$ cat src/rtl/ex_muldiv_pkg.sv
// ex_muldiv_pkg: shared encodings for the EX-stage iterative multiply/divide unit.
// The aluop bit positions, the FSM state encoding and the operation decode live here.
// Build option: define MULDIV_MUL_EN to enable the iterative multiplier (MULT/MULTU).
package ex_muldiv_pkg;

  // One-hot operation bus delivered by the ID/EX register.
  localparam int ALUOP_W     = 8;
  localparam int ALUOP_DIV   = 0;
  localparam int ALUOP_DIVU  = 1;
  localparam int ALUOP_MULT  = 2;
  localparam int ALUOP_MULTU = 3;

  typedef logic [ALUOP_W-1:0] aluop_onehotbus_t;

  typedef enum logic [1:0] {
    ST_IDLE = 2'd0,
    ST_ZERO = 2'd1,
    ST_RUN  = 2'd2,
    ST_DONE = 2'd3
  } md_state_e;

  // Decoded request: whether to start, which datapath, and whether operands are signed.
  typedef struct packed {
    logic start;
    logic is_mul;
    logic is_signed;
  } md_op_t;

  // Several bits set at once is illegal input; resolve it as DIV > DIVU > MULT > MULTU.
  // Multiply bits are ignored entirely when the multiplier is not built.
  function automatic md_op_t decode_op(input aluop_onehotbus_t op, input logic mul_en);
    md_op_t d;
    d = '0;
    if (op[ALUOP_DIV]) begin
      d.start     = 1'b1;
      d.is_signed = 1'b1;
    end else if (op[ALUOP_DIVU]) begin
      d.start     = 1'b1;
    end else if (mul_en && op[ALUOP_MULT]) begin
      d.start     = 1'b1;
      d.is_mul    = 1'b1;
      d.is_signed = 1'b1;
    end else if (mul_en && op[ALUOP_MULTU]) begin
      d.start     = 1'b1;
      d.is_mul    = 1'b1;
    end
    return d;
  endfunction

endpackage

$ cat src/rtl/ex_muldiv_step.sv
// ex_muldiv_step: one combinational iteration of the multiply/divide datapath.
// Divide: restoring radix-2 step on {hi,lo} = {remainder, dividend/quotient}.
// Multiply (only with MULDIV_MUL_EN): shift-add step on {hi,lo} = {accumulator, multiplier}.
module ex_muldiv_step #(
  parameter int DATA_W = 32
) (
  input  logic              is_mul_i,
  input  logic [DATA_W-1:0] hi_i,
  input  logic [DATA_W-1:0] lo_i,
  input  logic [DATA_W-1:0] opb_i,
  output logic [DATA_W-1:0] hi_o,
  output logic [DATA_W-1:0] lo_o
);

  // One extra bit so the trial subtraction's sign is visible even when the
  // shifted partial remainder exceeds DATA_W bits.
  logic [DATA_W:0] partial;
  logic [DATA_W:0] diff;
`ifdef MULDIV_MUL_EN
  logic [DATA_W:0] sum;
`else
  logic unused_is_mul;
  assign unused_is_mul = is_mul_i;
`endif

  // Single iteration: divide step by default, replaced by the multiply step when selected.
  always_comb begin
    // NOTE: every signal written here gets a value before any condition, so no path can infer a latch.
    partial = {hi_i, lo_i[DATA_W-1]};
    diff    = partial - {1'b0, opb_i};
    // Negative trial result: restore the shifted remainder and shift in a 0 quotient bit.
    hi_o    = diff[DATA_W] ? partial[DATA_W-1:0] : diff[DATA_W-1:0];
    lo_o    = {lo_i[DATA_W-2:0], ~diff[DATA_W]};
`ifdef MULDIV_MUL_EN
    sum     = {1'b0, hi_i} + (lo_i[0] ? {1'b0, opb_i} : '0);
    if (is_mul_i) begin
      hi_o = sum[DATA_W:1];
      lo_o = {sum[0], lo_i[DATA_W-1:1]};
    end
`endif
  end

endmodule

$ cat src/rtl/ex_muldiv.sv
// ex_muldiv: iterative multiply/divide unit in the EX stage.
// Holds the pipeline via stallreq_o while iterating, then issues a one-cycle HI/LO write.
// Build option: MULDIV_MUL_EN enables MULT/MULTU; without it those bits are ignored.
module ex_muldiv
  import ex_muldiv_pkg::*;
#(
  parameter int DATA_W = 32,
  parameter int CNT_W  = 6
) (
  input  logic              clk,
  input  logic              rst,
  input  aluop_onehotbus_t  ex_aluop,
  input  logic [DATA_W-1:0] ex_reg1,
  input  logic [DATA_W-1:0] ex_reg2,
  input  logic              annul_i,
  input  logic              ext_stall_i,
  output logic              stallreq_o,
  output logic [DATA_W-1:0] hi_o,
  output logic [DATA_W-1:0] lo_o,
  output logic              whilo_o
);

`ifdef MULDIV_MUL_EN
  localparam logic MUL_EN = 1'b1;
`else
  localparam logic MUL_EN = 1'b0;
`endif
  localparam logic [CNT_W-1:0] LAST_STEP = CNT_W'(DATA_W - 1);

  md_state_e         state_q, state_d;
  logic [CNT_W-1:0]  cnt_q, cnt_d;
  logic [DATA_W-1:0] hi_q, hi_d;      // remainder / product accumulator
  logic [DATA_W-1:0] lo_q, lo_d;      // quotient (dividend) / multiplier
  logic [DATA_W-1:0] opb_q, opb_d;    // divisor / multiplicand magnitude
  logic              neg_lo_q, neg_lo_d;  // operand signs differ: negate quotient / product
  logic              neg_hi_q, neg_hi_d;  // dividend negative: negate remainder
`ifdef MULDIV_MUL_EN
  logic              is_mul_q, is_mul_d;
  logic [2*DATA_W-1:0] prod;
`endif
  logic              step_is_mul;

  md_op_t            dec;
  logic              a_neg, b_neg;
  logic [DATA_W-1:0] a_abs, b_abs;
  logic [DATA_W-1:0] step_hi, step_lo;

  // Bits of the shared aluop bus that belong to other EX units.
  logic unused_aluop_hi;
  assign unused_aluop_hi = ^ex_aluop[ALUOP_W-1:ALUOP_MULTU+1];

  // Decode the incoming request and form operand magnitudes for signed ops.
  always_comb begin
    dec   = decode_op(ex_aluop, MUL_EN);
    a_neg = dec.is_signed & ex_reg1[DATA_W-1];
    b_neg = dec.is_signed & ex_reg2[DATA_W-1];
    a_abs = a_neg ? -ex_reg1 : ex_reg1;
    b_abs = b_neg ? -ex_reg2 : ex_reg2;
  end

`ifdef MULDIV_MUL_EN
  assign step_is_mul = is_mul_q;
`else
  assign step_is_mul = 1'b0;
`endif

  ex_muldiv_step #(
    .DATA_W (DATA_W)
  ) u_step (
    .is_mul_i (step_is_mul),
    .hi_i     (hi_q),
    .lo_i     (lo_q),
    .opb_i    (opb_q),
    .hi_o     (step_hi),
    .lo_o     (step_lo)
  );

  // Next-state, datapath update and the stall/write handshakes.
  always_comb begin
    state_d    = state_q;
    cnt_d      = cnt_q;
    hi_d       = hi_q;
    lo_d       = lo_q;
    opb_d      = opb_q;
    neg_lo_d   = neg_lo_q;
    neg_hi_d   = neg_hi_q;
`ifdef MULDIV_MUL_EN
    is_mul_d   = is_mul_q;
`endif
    stallreq_o = 1'b0;
    whilo_o    = 1'b0;

    if (annul_i) begin
      // Flush aborts everything, including a start presented in the same cycle.
      state_d = ST_IDLE;
    end else begin
      unique case (state_q)
        ST_IDLE: begin
          // Gating with rst keeps the combinational stall request low while reset is held.
          if (dec.start && rst) begin
            stallreq_o = 1'b1;
            cnt_d      = '0;
            hi_d       = '0;
            neg_lo_d   = a_neg ^ b_neg;
            neg_hi_d   = a_neg;
`ifdef MULDIV_MUL_EN
            is_mul_d   = dec.is_mul;
`endif
            if (!dec.is_mul && (ex_reg2 == '0)) begin
              state_d = ST_ZERO;
            end else begin
              state_d = ST_RUN;
              if (dec.is_mul) begin
                opb_d = a_abs;
                lo_d  = b_abs;
              end else begin
                opb_d = b_abs;
                lo_d  = a_abs;
              end
            end
          end
        end
        ST_ZERO: begin
          stallreq_o = 1'b1;
          hi_d       = '0;
          lo_d       = '0;
          neg_lo_d   = 1'b0;
          neg_hi_d   = 1'b0;
          state_d    = ST_DONE;
        end
        ST_RUN: begin
          stallreq_o = 1'b1;
          hi_d       = step_hi;
          lo_d       = step_lo;
          cnt_d      = cnt_q + CNT_W'(1);
          if (cnt_q == LAST_STEP) begin
            state_d = ST_DONE;
          end
        end
        ST_DONE: begin
          // Later stages stalled: hold the result and retry the write next cycle.
          if (!ext_stall_i) begin
            whilo_o = 1'b1;
            state_d = ST_IDLE;
          end
        end
        default: state_d = ST_IDLE;
      endcase
    end
  end

  // Result presentation with sign fixup; only meaningful in DONE, zero elsewhere.
  always_comb begin
    hi_o = '0;
    lo_o = '0;
`ifdef MULDIV_MUL_EN
    prod = neg_lo_q ? -{hi_q, lo_q} : {hi_q, lo_q};
`endif
    if (state_q == ST_DONE) begin
      hi_o = neg_hi_q ? -hi_q : hi_q;
      lo_o = neg_lo_q ? -lo_q : lo_q;
`ifdef MULDIV_MUL_EN
      if (is_mul_q) begin
        hi_o = prod[2*DATA_W-1:DATA_W];
        lo_o = prod[DATA_W-1:0];
      end
`endif
    end
  end

  // State and datapath registers.
  always_ff @(posedge clk or negedge rst) begin
    if (!rst) begin
      // NOTE: datapath registers are reset along with the FSM so no X can ever reach HI/LO.
      state_q  <= ST_IDLE;
      cnt_q    <= '0;
      hi_q     <= '0;
      lo_q     <= '0;
      opb_q    <= '0;
      neg_lo_q <= 1'b0;
      neg_hi_q <= 1'b0;
`ifdef MULDIV_MUL_EN
      is_mul_q <= 1'b0;
`endif
    end else begin
      // NOTE: non-blocking assignments so every flop samples pre-edge values regardless of statement order.
      state_q  <= state_d;
      cnt_q    <= cnt_d;
      hi_q     <= hi_d;
      lo_q     <= lo_d;
      opb_q    <= opb_d;
      neg_lo_q <= neg_lo_d;
      neg_hi_q <= neg_hi_d;
`ifdef MULDIV_MUL_EN
      is_mul_q <= is_mul_d;
`endif
    end
  end

endmodule

$ cat config.mk
export PLATFORM = sky130hd
export DESIGN_NAME = ex_muldiv
export DESIGN_NICKNAME = d
export VERILOG_FILES = /design/src/rtl/ex_muldiv_pkg.sv /design/src/rtl/ex_muldiv_step.sv /design/src/rtl/ex_muldiv.sv
export SDC_FILE = /design/constraint.sdc
export NUM_CORES = 1
export LEC_CHECK = 0
export ABC_AREA = 1
export CAP_MARGIN = 10
export CORE_MARGIN = 2
export CORE_UTILIZATION = 58
export DETAILED_ROUTE_END_ITERATION = 8
export HOLD_SLACK_MARGIN = 0.15
export PLACE_DENSITY_LB_ADDON = 0.08
export RECOVER_POWER = 100
export SLEW_MARGIN = 5
export SYNTH_ARGS = -nofsm -noshare
export SYNTH_HDL_FRONTEND = slang
export SYNTH_SLANG_ARGS = --single-unit
$ cat constraint.sdc
create_clock -name clk -period 2.43 [get_ports clk]
set_input_delay 0.486 -clock clk [delete_from_list [all_inputs] [get_ports clk]]
set_output_delay 0.486 -clock clk [all_outputs]
set_load 0.02 [all_outputs]
## After elaboration in Yosys (flattened, before gate mapping)

Index checks and enable logic that the tools add are counted.
Widths: inputs -> output; s select.

| word-level totals | value |
|---|---|
| memories kept | 0 |
| memory bits (writable) | 0 |
| register bits after elaboration | 106 |
| memory bits (read-only) | 0 |
| latch bits | 0 |

| cells by class | value |
|---|---|
| shift operators | 0 |
| $add $sub $neg | 6 |
| multiplexer cells | 33 |
| multipliers | 0 |
| reductions and logical operators | 13 |
| eq/ne operators | 9 |
| magnitude comparators | 0 |
| div/mod/pow operators | 0 |
| bitwise operators | 6 |

Operators by type and width:

| cell | number |
|---|---|
| $mux 32 | 10 |
| $pmux 32 s3 | 2 |
| $neg 32->32 | 4 |
| $sub 33x32->33 | 1 |
| $logic_not 32->1 | 1 |
| $pmux 6 s2 | 1 |
| $reduce_and 3->1 | 4 |
| $mux 1 | 10 |
| $mux 2 | 5 |
| $ne 3x3->1 const B | 3 |
| $pmux 2 s4 | 1 |
| $reduce_and 4->1 | 2 |
| $add 6x1->6 const B | 1 |
| $eq 6x5->1 const B | 1 |
| $mux 6 | 1 |
| $pmux 1 s2 | 3 |
| $eq 2x2->1 const B | 2 |
| $ne 2x2->1 const B | 2 |
| $reduce_bool 2->1 | 2 |
| $not 1->1 | 3 |
| $reduce_bool 3->1 | 1 |
| $and 1x1->1 | 2 |
| $eq 2x1->1 const B | 1 |
| $logic_not 2->1 | 1 |
| 3 further kinds | 3 |

## Longest topological paths before layout

Gate-level depths: netlist of run 1.

| logic depth | value |
|---|---|
| word-level depth | 6 |
| depth in mapped cells | 18 |

## Modules after synthesis

From an unflattened synthesis of run 1, not the netlist that was laid out.

| second synthesis, totals | value |
|---|---|
| cell total of the unflattened synthesis | 2087 |
| area total of the unflattened synthesis | 11721.2 µm² |

By module, submodules not included:

| module | area an instance (µm²) | sequential area each (µm²) | times used | cells each |
|---|---|---|---|---|
| ex_muldiv | 8338.0 | 2652.5 | 1 | 1376 |
| ex_muldiv_step | 3383.2 | 0.0 | 1 | 711 |

## Least setup slack after synthesis of run 1

Ideal clock, no wire load.

| timing | value |
|---|---|
| kind | reg-to-output |
| from | reg hi_q[0] |
| to | out hi_o[28] |
| path buffers | 0 |
| path slack | -0.014 ns |
| required time | 1.944 ns |
| arrival | 1.958 ns |
| stages on the path, launching flop included | 11 |
| path through | dfrtp_1 > inv_2 > ha_1 > inv_1 > nor3_1 > nand2_1 > nor2_1 > nand4_1 > o21ai_1 > a21oi_1 > nor2_1 |

| between the ends | value |
|---|---|
| word-level cells in the longest chain between the ends | 3 |

RTL lines:

| item | line | text |
|---|---|---|
| start: declaration | ex_muldiv.sv:32 | `logic [DATA_W-1:0] hi_q, hi_d;` |
| start signal: assignment | ex_muldiv.sv:189 | `hi_q <= hi_d;` |
| $neg 32->32 | ex_muldiv.sv:160 | `hi_o = neg_hi_q ? -hi_q : hi_q;` |
| $mux 32 | ex_muldiv.sv:160 |  |
| $mux 32 | ex_muldiv.sv:159 | `if (state_q == ST_DONE) begin` |
| end: declaration | ex_muldiv.sv:18 | `output logic [DATA_W-1:0] hi_o,` |

No other way between the ends.

## Final worst setup path of run 1

| timing | value |
|---|---|
| from | reg lo_q[0] |
| to | out lo_o[16] |

| between the ends | value |
|---|---|
| word-level cells in the longest chain between the ends | 3 |

RTL lines:

| item | line | text |
|---|---|---|
| start: declaration | ex_muldiv.sv:33 | `logic [DATA_W-1:0] lo_q, lo_d;` |
| start signal: assignment | ex_muldiv.sv:190 | `lo_q <= lo_d;` |
| $neg 32->32 | ex_muldiv.sv:161 | `lo_o = neg_lo_q ? -lo_q : lo_q;` |
| $mux 32 | ex_muldiv.sv:161 |  |
| $mux 32 | ex_muldiv.sv:159 |  |
| end: declaration | ex_muldiv.sv:19 | `output logic [DATA_W-1:0] lo_o,` |

No other way between the ends.

==> flow_summary.yaml, run 1 <==
placed_design:
  place_congestion: 1.00
  io_buffers: 135
  hpwl_um: 32500
  place_ws_ns: -0.550
pwr:
  power.density_nw_per_um2: 838
  power.leakage_nw: 8.34
  clockPowerShare_pct: 11.5
  seq_power_share_pct: 20.4
  p_int_mw: 6.50
  p_comb_share_pct: 68.1
  swShare_pct: 51.1
  switching_power_mw: 6.80
  ir_drop_v: 0.000894
global_routing:
  antenna_found_initial: 1
  grt_max_degree: 55
  grt_pass1_wl_um: 66900
  groute.usage.overall_pct: 41.2
  grt_pass1_vias: 13600
  grt.overflow.total: 0
final_layout:
  num_antenna_cells: 0
  fill_cells: 1296
  synthToLayoutAreaGrowth_pct: 40.2
  nets: 2413
  drive_gt1_share_pct: 23.8
timing:
  finalMaxSlewViolations: 0
  rsz0062_at_grt: "yes"
  relSlewSlack_pct: 8.51
  fin_skew_ns: 0.0159
  hold_violations: 0
  max_freq_mhz: 349
  setup_slack_ns: -0.436
  setup_viol: 55
  setup_tns_ns: -14.37
  finalCritPeriodShare_pct: 118
  tightest_slew_ns: 1.37
  min_period_ns: 2.87
worst_hold_path:
  hold_path_class: "reg -> reg"
  hold-path-cell-count: 2
  hold_start: "opb_q[17]$_DFFE_PN0P_"
  min_to: "opb_q[17]$_DFFE_PN0P_"
setup_path:
  critPathSlowestCell: "dfrtp_1"
  critPathLaunchType: "register"
  crit_type: "reg -> out"
  cp.arrival_ns: 2.38
  required_ns: 1.94
  regToRegEndpoint: "hi_q[18]$_DFFE_PN0P_"
  worst_setup_path_end_kind: "output pin"
  rrSetupSlack_ns: -0.01
  worst-path-max-fanout: 3
  worstSetupStartpoint: "lo_q[0]$_DFFE_PN0P_"
  r2r_cells: 17
  worstPathCellList: "inv_2, ha_4, nand3_4, nor2_4, inv_2, nor2_4, inv_2, nor2_4, buf_4, buf_6, a21oi_1, o21ai_0, a21oi_1, buf_2"
  critPathMaxStageDelay_ns: 0.40
  timing.rr.start: "hi_q[0]$_DFFE_PN0P_"
clock_tree:
  clk_pin_slew_ns: 0.09
  cts_tree: "built"
  cts_buffer_depth: 2
  insertion_delay_ns: 0.38
  cts_buffers: 9
  hold_buffers: 0
  cts_num_sinks: 106
  cts_root_buf: "clkbuf_16"
  htreeDepth: 3
floorplanning:
  fp.dieH_um: 144
  fp-row-count: 51
  dieArea_um2: 20700
  core-area_um2: 19300
  die_w_um: 144
  pin_count: 142
  start_util_pct: 58.6
route:
  via_per_inst: 5.93
  wl_um: 46400
  antenna_left: 0
  drc: 0
  drt_first_iter_violations: 1781
  routedWlPerCell_um: 18.1
  vias: 15200
  drt_first_pass_iters: 6
run:
  drv_cap: 0
synth:
  synth-warning-count: 0
  avgSynthCellArea_um2: 5.86
  synth_nets: 2051
  synth_cell_types: 51
  synth-seq-cells: 106
  ys_seq_area_share_pct: 23.4
  synthCells: 1932
  netlist_area_um2: 11300
run_status:
  violations: "negative setup slack"
  status: "finished with violations"
## power groups by stage
stage / clock network (mW) / registers [mW] / logic (mW)
4_1_cts: 1.53 / 2.66 / 7.83
2_1_floorplan: 0 / 2.65 / 4.35
3_5_place_dp: 0 / 2.67 / 7.47
6_report: 1.53 / 2.71 / 9.06
5_1_grt: 1.61 / 2.75 / 9.67
3_3_place_gp: 0 / 2.64 / 7.27
## placed cells by master (no fill, tap or decap), types with 15 or more instances in the layout
| cell type | instances |
|---|---|
| buf_4 | 271 |
| buf_6 | 19 |
| nor2_2 | 18 |
| o21ai_0 | 110 |
| dfrtp_1 | 101 |
| nand2_2 | 32 |
| inv_1 | 282 |
| xnor2_1 | 17 |
| nand2_4 | 16 |
| nand3_1 | 151 |
| a21oi_1 | 91 |
| nor2_1 | 183 |
| o22ai_1 | 15 |
| nand2_1 | 548 |
| nand4_1 | 27 |
| nand3_2 | 23 |
| ha_1 | 16 |
| ha_4 | 19 |
| clkdlybuf4s50_1 | 67 |
| xor2_1 | 25 |
| nor3_1 | 42 |
| inv_2 | 21 |
## layout make-up
cell class / instances / area (um^2) / share of cell area (%)
Tap cell: 265 / 332 / 2.09
Inverter: 307 / 1150 / 7.26
Sequential cell: 106 / 2660 / 16.7
Timing Repair Buffer: 400 / 3350 / 21.1
Clock buffer: 9 / 225 / 1.42
Multi-Input combinational cell: 1470 / 8080 / 50.9
Clock inverter: 7 / 85.1 / 0.536
## Yosys cell counts, drive strengths merged
cell	count	share of area [%]
o22ai	15	0.83
o21bai	7	0.46
a21boi	2	0.13
o2111ai	1	0.077
nor3	53	2.4
nand4	27	1.5
ha	42	4.6
o32ai	1	0.077
a2bb2oi	2	0.15
nor3b	2	0.13
a22oi	7	0.46
nand3	179	8.6
a211oi	6	0.40
clkinv	4	0.13
nand3b	6	0.40
o211ai	2	0.13
a21o	1	0.066
and3	1	0.055
or2	5	0.28
nor2	213	7.3
o21ai	133	5.9
a21oi	107	4.9
o31ai	3	0.20
and2	3	0.17
nand2	597	21
xor2	25	1.9
buf	20	1.1
a31oi	2	0.11
inv	303	10
o21a	7	0.46
xnor2	17	1.3
dfrtp	106	23
o221ai	1	0.077
clkbuf	31	1.0
fa	1	0.18
## per-layer routing
layer	GRT usage (%)	up-vias	share of wire (%)	wire (um)
met3	5.86	275	11	5320
met5	0	-	0.028	13
li1	-	6906	-	-
met1	54.7	6866	37	17300
met2	66.4	1143	44	20600
met4	19.5	2	6.8	3170
## worst max-delay path by stage
stage                     to  slack (ns)  cells after the start
finish              lo_o[16]       -0.44                     14
global route        lo_o[20]       -0.62                     14
CTS                 hi_o[28]       -0.32                     13
detailed placement  hi_o[12]       -0.55                     12
global placement    hi_o[28]       -0.49                     12
floorplan           hi_o[24]        0.02                     10
## worst max-delay path, delay by kind of cell, from the launching register on
family / cells / cell delay, ns
AOI/OAI and AO/OA: 3 / 0.28
buffers and inverters: 6 / 0.63
DFF: 1 / 0.40
adders and majority gates: 1 / 0.17
and+or+nand+nor: 4 / 0.52
## state kept, by name (all words and copies together), names as in the netlist
name / count
cnt_q: 6
neg_hi_q: 1
state_q: 2
neg_lo_q: 1
opb_q: 32
hi_q: 32
lo_q: 32
## stage by stage
stage	instance area, um^2	utilization, %	hold slack (ns)	cells	power (mW)
3_3_place_gp	14700	76.0	0.468	2522	9.91
5_1_grt	15900	82.1	0.543	2564	14.0
3_5_place_dp	14700	76.0	0.479	2522	10.1
6_report	15900	82.1	0.513	2564	13.3
4_1_cts	15100	78.3	0.317	2541	12.0
2_1_floorplan	11300	-	0.190	1932	7.00
## what timing repair did
| item | CTS | global route |
|---|---|---|
| setup endpoints to repair | 72 | 95 |
| setup buffers | 2 | 22 |
| pin swaps | 25 | 45 |
| gates resized for setup | 347 | 159 |
| cloned | 1 | 2 |
## cell families (layout without fill, tap and decap cells)
logic type | Yosys count | count (layout) | share of synthesized area, %
adders and majority gates | 43 | 43 | 4.82
buffers and inverters | 358 | 723 | 12.3
DFF | 106 | 106 | 23.4
xor gates and xnor gates | 42 | 42 | 3.25
and+or+nand+nor | 1086 | 1088 | 41.8
AOI/OAI and AO/OA | 297 | 297 | 14.4
No activity file was read; power rests on OpenSTA's default activity.
==> inputs of run 2 (changes only) <==
--- a/config.mk
+++ b/config.mk
@@ -5,15 +5,16 @@
 export SDC_FILE = /design/constraint.sdc
 export NUM_CORES = 1
 export LEC_CHECK = 0
-export ABC_AREA = 1
 export CAP_MARGIN = 10
 export CORE_MARGIN = 2
-export CORE_UTILIZATION = 58
+export CORE_UTILIZATION = 57
 export DETAILED_ROUTE_END_ITERATION = 8
 export HOLD_SLACK_MARGIN = 0.15
 export PLACE_DENSITY_LB_ADDON = 0.08
 export RECOVER_POWER = 100
+export SKIP_LAST_GASP = 1
 export SLEW_MARGIN = 5
 export SYNTH_ARGS = -nofsm -noshare
 export SYNTH_HDL_FRONTEND = slang
+export SYNTH_HIERARCHICAL = 1
 export SYNTH_SLANG_ARGS = --single-unit
==> run 2 against run 1 <==
Area after synthesis shrank 10%. Final cell count decreased by 27%. Combinational power down 6.3%. Largest power group unchanged. Die area down 8.3%. Critical endpoint is now hi_q[2]$_DFFE_PN0P_. Global-route usage is 6.1 points lower. Highest routed layer is now met4. Sequential cell count unchanged. The flow still finishes with violations (negative setup slack).
==> flow_summary.yaml, run 2 <==
global_routing:
  grt_pass1_wl_um: 52700
  groute.usage.overall_pct: 35.1
  grt.overflow.total: 0
  grt_pass1_vias: 10900
  antenna_found_initial: 0
  grt_max_degree: 98
final_layout:
  final_common_cell: "buf_4"
  drive_gt1_share_pct: 34.7
  fin_area_um2: 15200
  largestRegisters: "hi_q: 32 flops, lo_q: 32 flops, opb_q: 32 flops"
  synthToLayoutAreaGrowth_pct: 48.9
  finalNonFillerCells: 1882
  layout_common_cells: "299 x buf_4, 114 x nand2_1, 105 x dfrtp_1"
  nets: 1772
  num_antenna_cells: 0
run:
  drv_cap: 0
pwr:
  swShare_pct: 44.1
  p_total_mw: 13.0
  power.leakage_nw: 6.96
  seq_power_share_pct: 21.3
  switching_power_mw: 5.72
  p_comb_share_pct: 65.4
  clockPowerShare_pct: 13.4
  ir_drop_v: 0.000623
  p_int_mw: 7.26
  power.density_nw_per_um2: 857
route:
  antenna_left: 0
  via_per_inst: 6.16
  vias: 11600
  wl_um: 36600
  drt_first_iter_violations: 1194
  drt_first_pass_iters: 6
  drc: 0
  routedWlPerCell_um: 19.4
clock_tree:
  cts_root_buf: "clkbuf_16"
  cts_num_sinks: 106
  insertion_delay_ns: 0.37
  clk_pin_slew_ns: 0.07
  cts_buffer_depth: 2
  cts_tree: "built"
  htreeDepth: 3
  cts_buffers: 9
timing:
  finalMaxSlewViolations: 0
  setup_tns_ns: -69.12
  relSlewSlack_pct: 47.7
  hold_violations: 0
  finalCritPeriodShare_pct: 140
  max_freq_mhz: 294
  setup_viol: 140
  rsz0062_at_grt: "yes"
  fin_skew_ns: 0.00927
  setup_slack_ns: -0.969
  min_period_ns: 3.40
  tightest_slew_ns: 0.784
setup_path:
  cp.arrival_ns: 3.67
  critPathLaunchType: "register"
  worst_setup_path_end_kind: "register"
  worst-path-max-fanout: 9
  rrSetupSlack_ns: -0.97
  required_ns: 2.70
  worstSetupStartpoint: "lo_q[31]$_DFFE_PN0P_"
  r2r_cells: 15
  regToRegEndpoint: "hi_q[2]$_DFFE_PN0P_"
  timing.rr.start: "lo_q[31]$_DFFE_PN0P_"
  crit_type: "reg -> reg"
run_status:
  status: "finished with violations"
  violations: "negative setup slack"
synth:
  synth_nets: 1397
  synth-warning-count: 6
  synthCells: 1278
  avgSynthCellArea_um2: 7.96
  netlist_area_um2: 10200
floorplanning:
  fp-row-count: 48
  fp.dieH_um: 138
  core-area_um2: 17400
  dieArea_um2: 18900
  pin_count: 142
  start_util_pct: 58.6
  die_w_um: 138
worst_hold_path:
  hold-path-cell-count: 2
  hold_start: "cnt_q[1]$_DFFE_PN0P_"
  hold_path_class: "reg -> reg"
  min_to: "cnt_q[1]$_DFFE_PN0P_"
placed_design:
  place_congestion: 0.921
  io_buffers: 135
  hpwl_um: 22800
  placed_cells: 1837
  placed_cell_area_um2: 13700
  place_ws_ns: -0.848
run 2: power groups by stage:
stage               Clock, mW  Sequential (mW)  Combinational, mW
CTS                      1.72             2.70               7.51
detailed placement          0             2.70               6.68
global placement            0             2.67               6.47
finish                   1.74             2.76               8.49
floorplan                   0             2.82               4.14
global route             1.79             2.81               9.00
run 2: critical path, stage by stage, from the launching register on:
cell       delay, ns
dfrtp_1         0.37
inv_1           0.06
ha_2            0.19
fa_2            0.34
and2b_1         0.25
o2111ai_2       0.14
a21oi_2         0.27
o2111ai_2       0.15
a211oi_2        0.28
nor2_4          0.07
mux2i_4         0.20
and2_4          0.20
buf_4           0.20
o21ai_0         0.30
nand2_1         0.08
o21ai_0         0.18
run 2: final cells by class:
class / count / area (um^2)
fillers: 883 / 2200
flip-flops and latches: 106 / 2650
repair inverters: 1 / 11.3
well taps: 225 / 282
clock buffers: 9 / 225
clock inverters: 6 / 113
multi-input cells: 1020 / 7710
repair buffers: 459 / 3940
inverters: 56 / 223
run 2: how the worst max path moves through the flow:
stage	slack (ns)	endpoint
after floorplan	-0.80	hi_q[10]$_DFFE_PN0P_
after global placement	-0.81	hi_o[31]
final	-0.97	hi_q[2]$_DFFE_PN0P_
after global routing	-1.10	hi_q[2]$_DFFE_PN0P_
after detailed placement	-0.85	hi_o[31]
after CTS	-0.75	hi_q[7]$_DFFE_PN0P_
run 2: through the flow:
step | utilization (%) | hold slack, ns
floorplan | - | 0.190
global placement | 79.0 | 0.477
detailed placement | 79.0 | 0.498
CTS | 85.1 | 0.514
global route | 87.3 | 0.553
finish | 87.3 | 0.529
run 2: layer usage:
layer / track usage (%) / wire (um)
met5: 0 / 0
met4: 11.4 / 1270
met3: 4.12 / 2960
met2: 60.5 / 17700
met1: 45.9 / 14600
run 2: repair_timing:
item                                   4_1_cts  5_1_grt
endpoints found under the hold margin        9        0
cloned                                       1        0
buffers inserted                            21        9
pin swaps                                   62       70
hold buffers                                 1        0
gates resized for setup                    410      118
setup endpoints to repair                  136      129
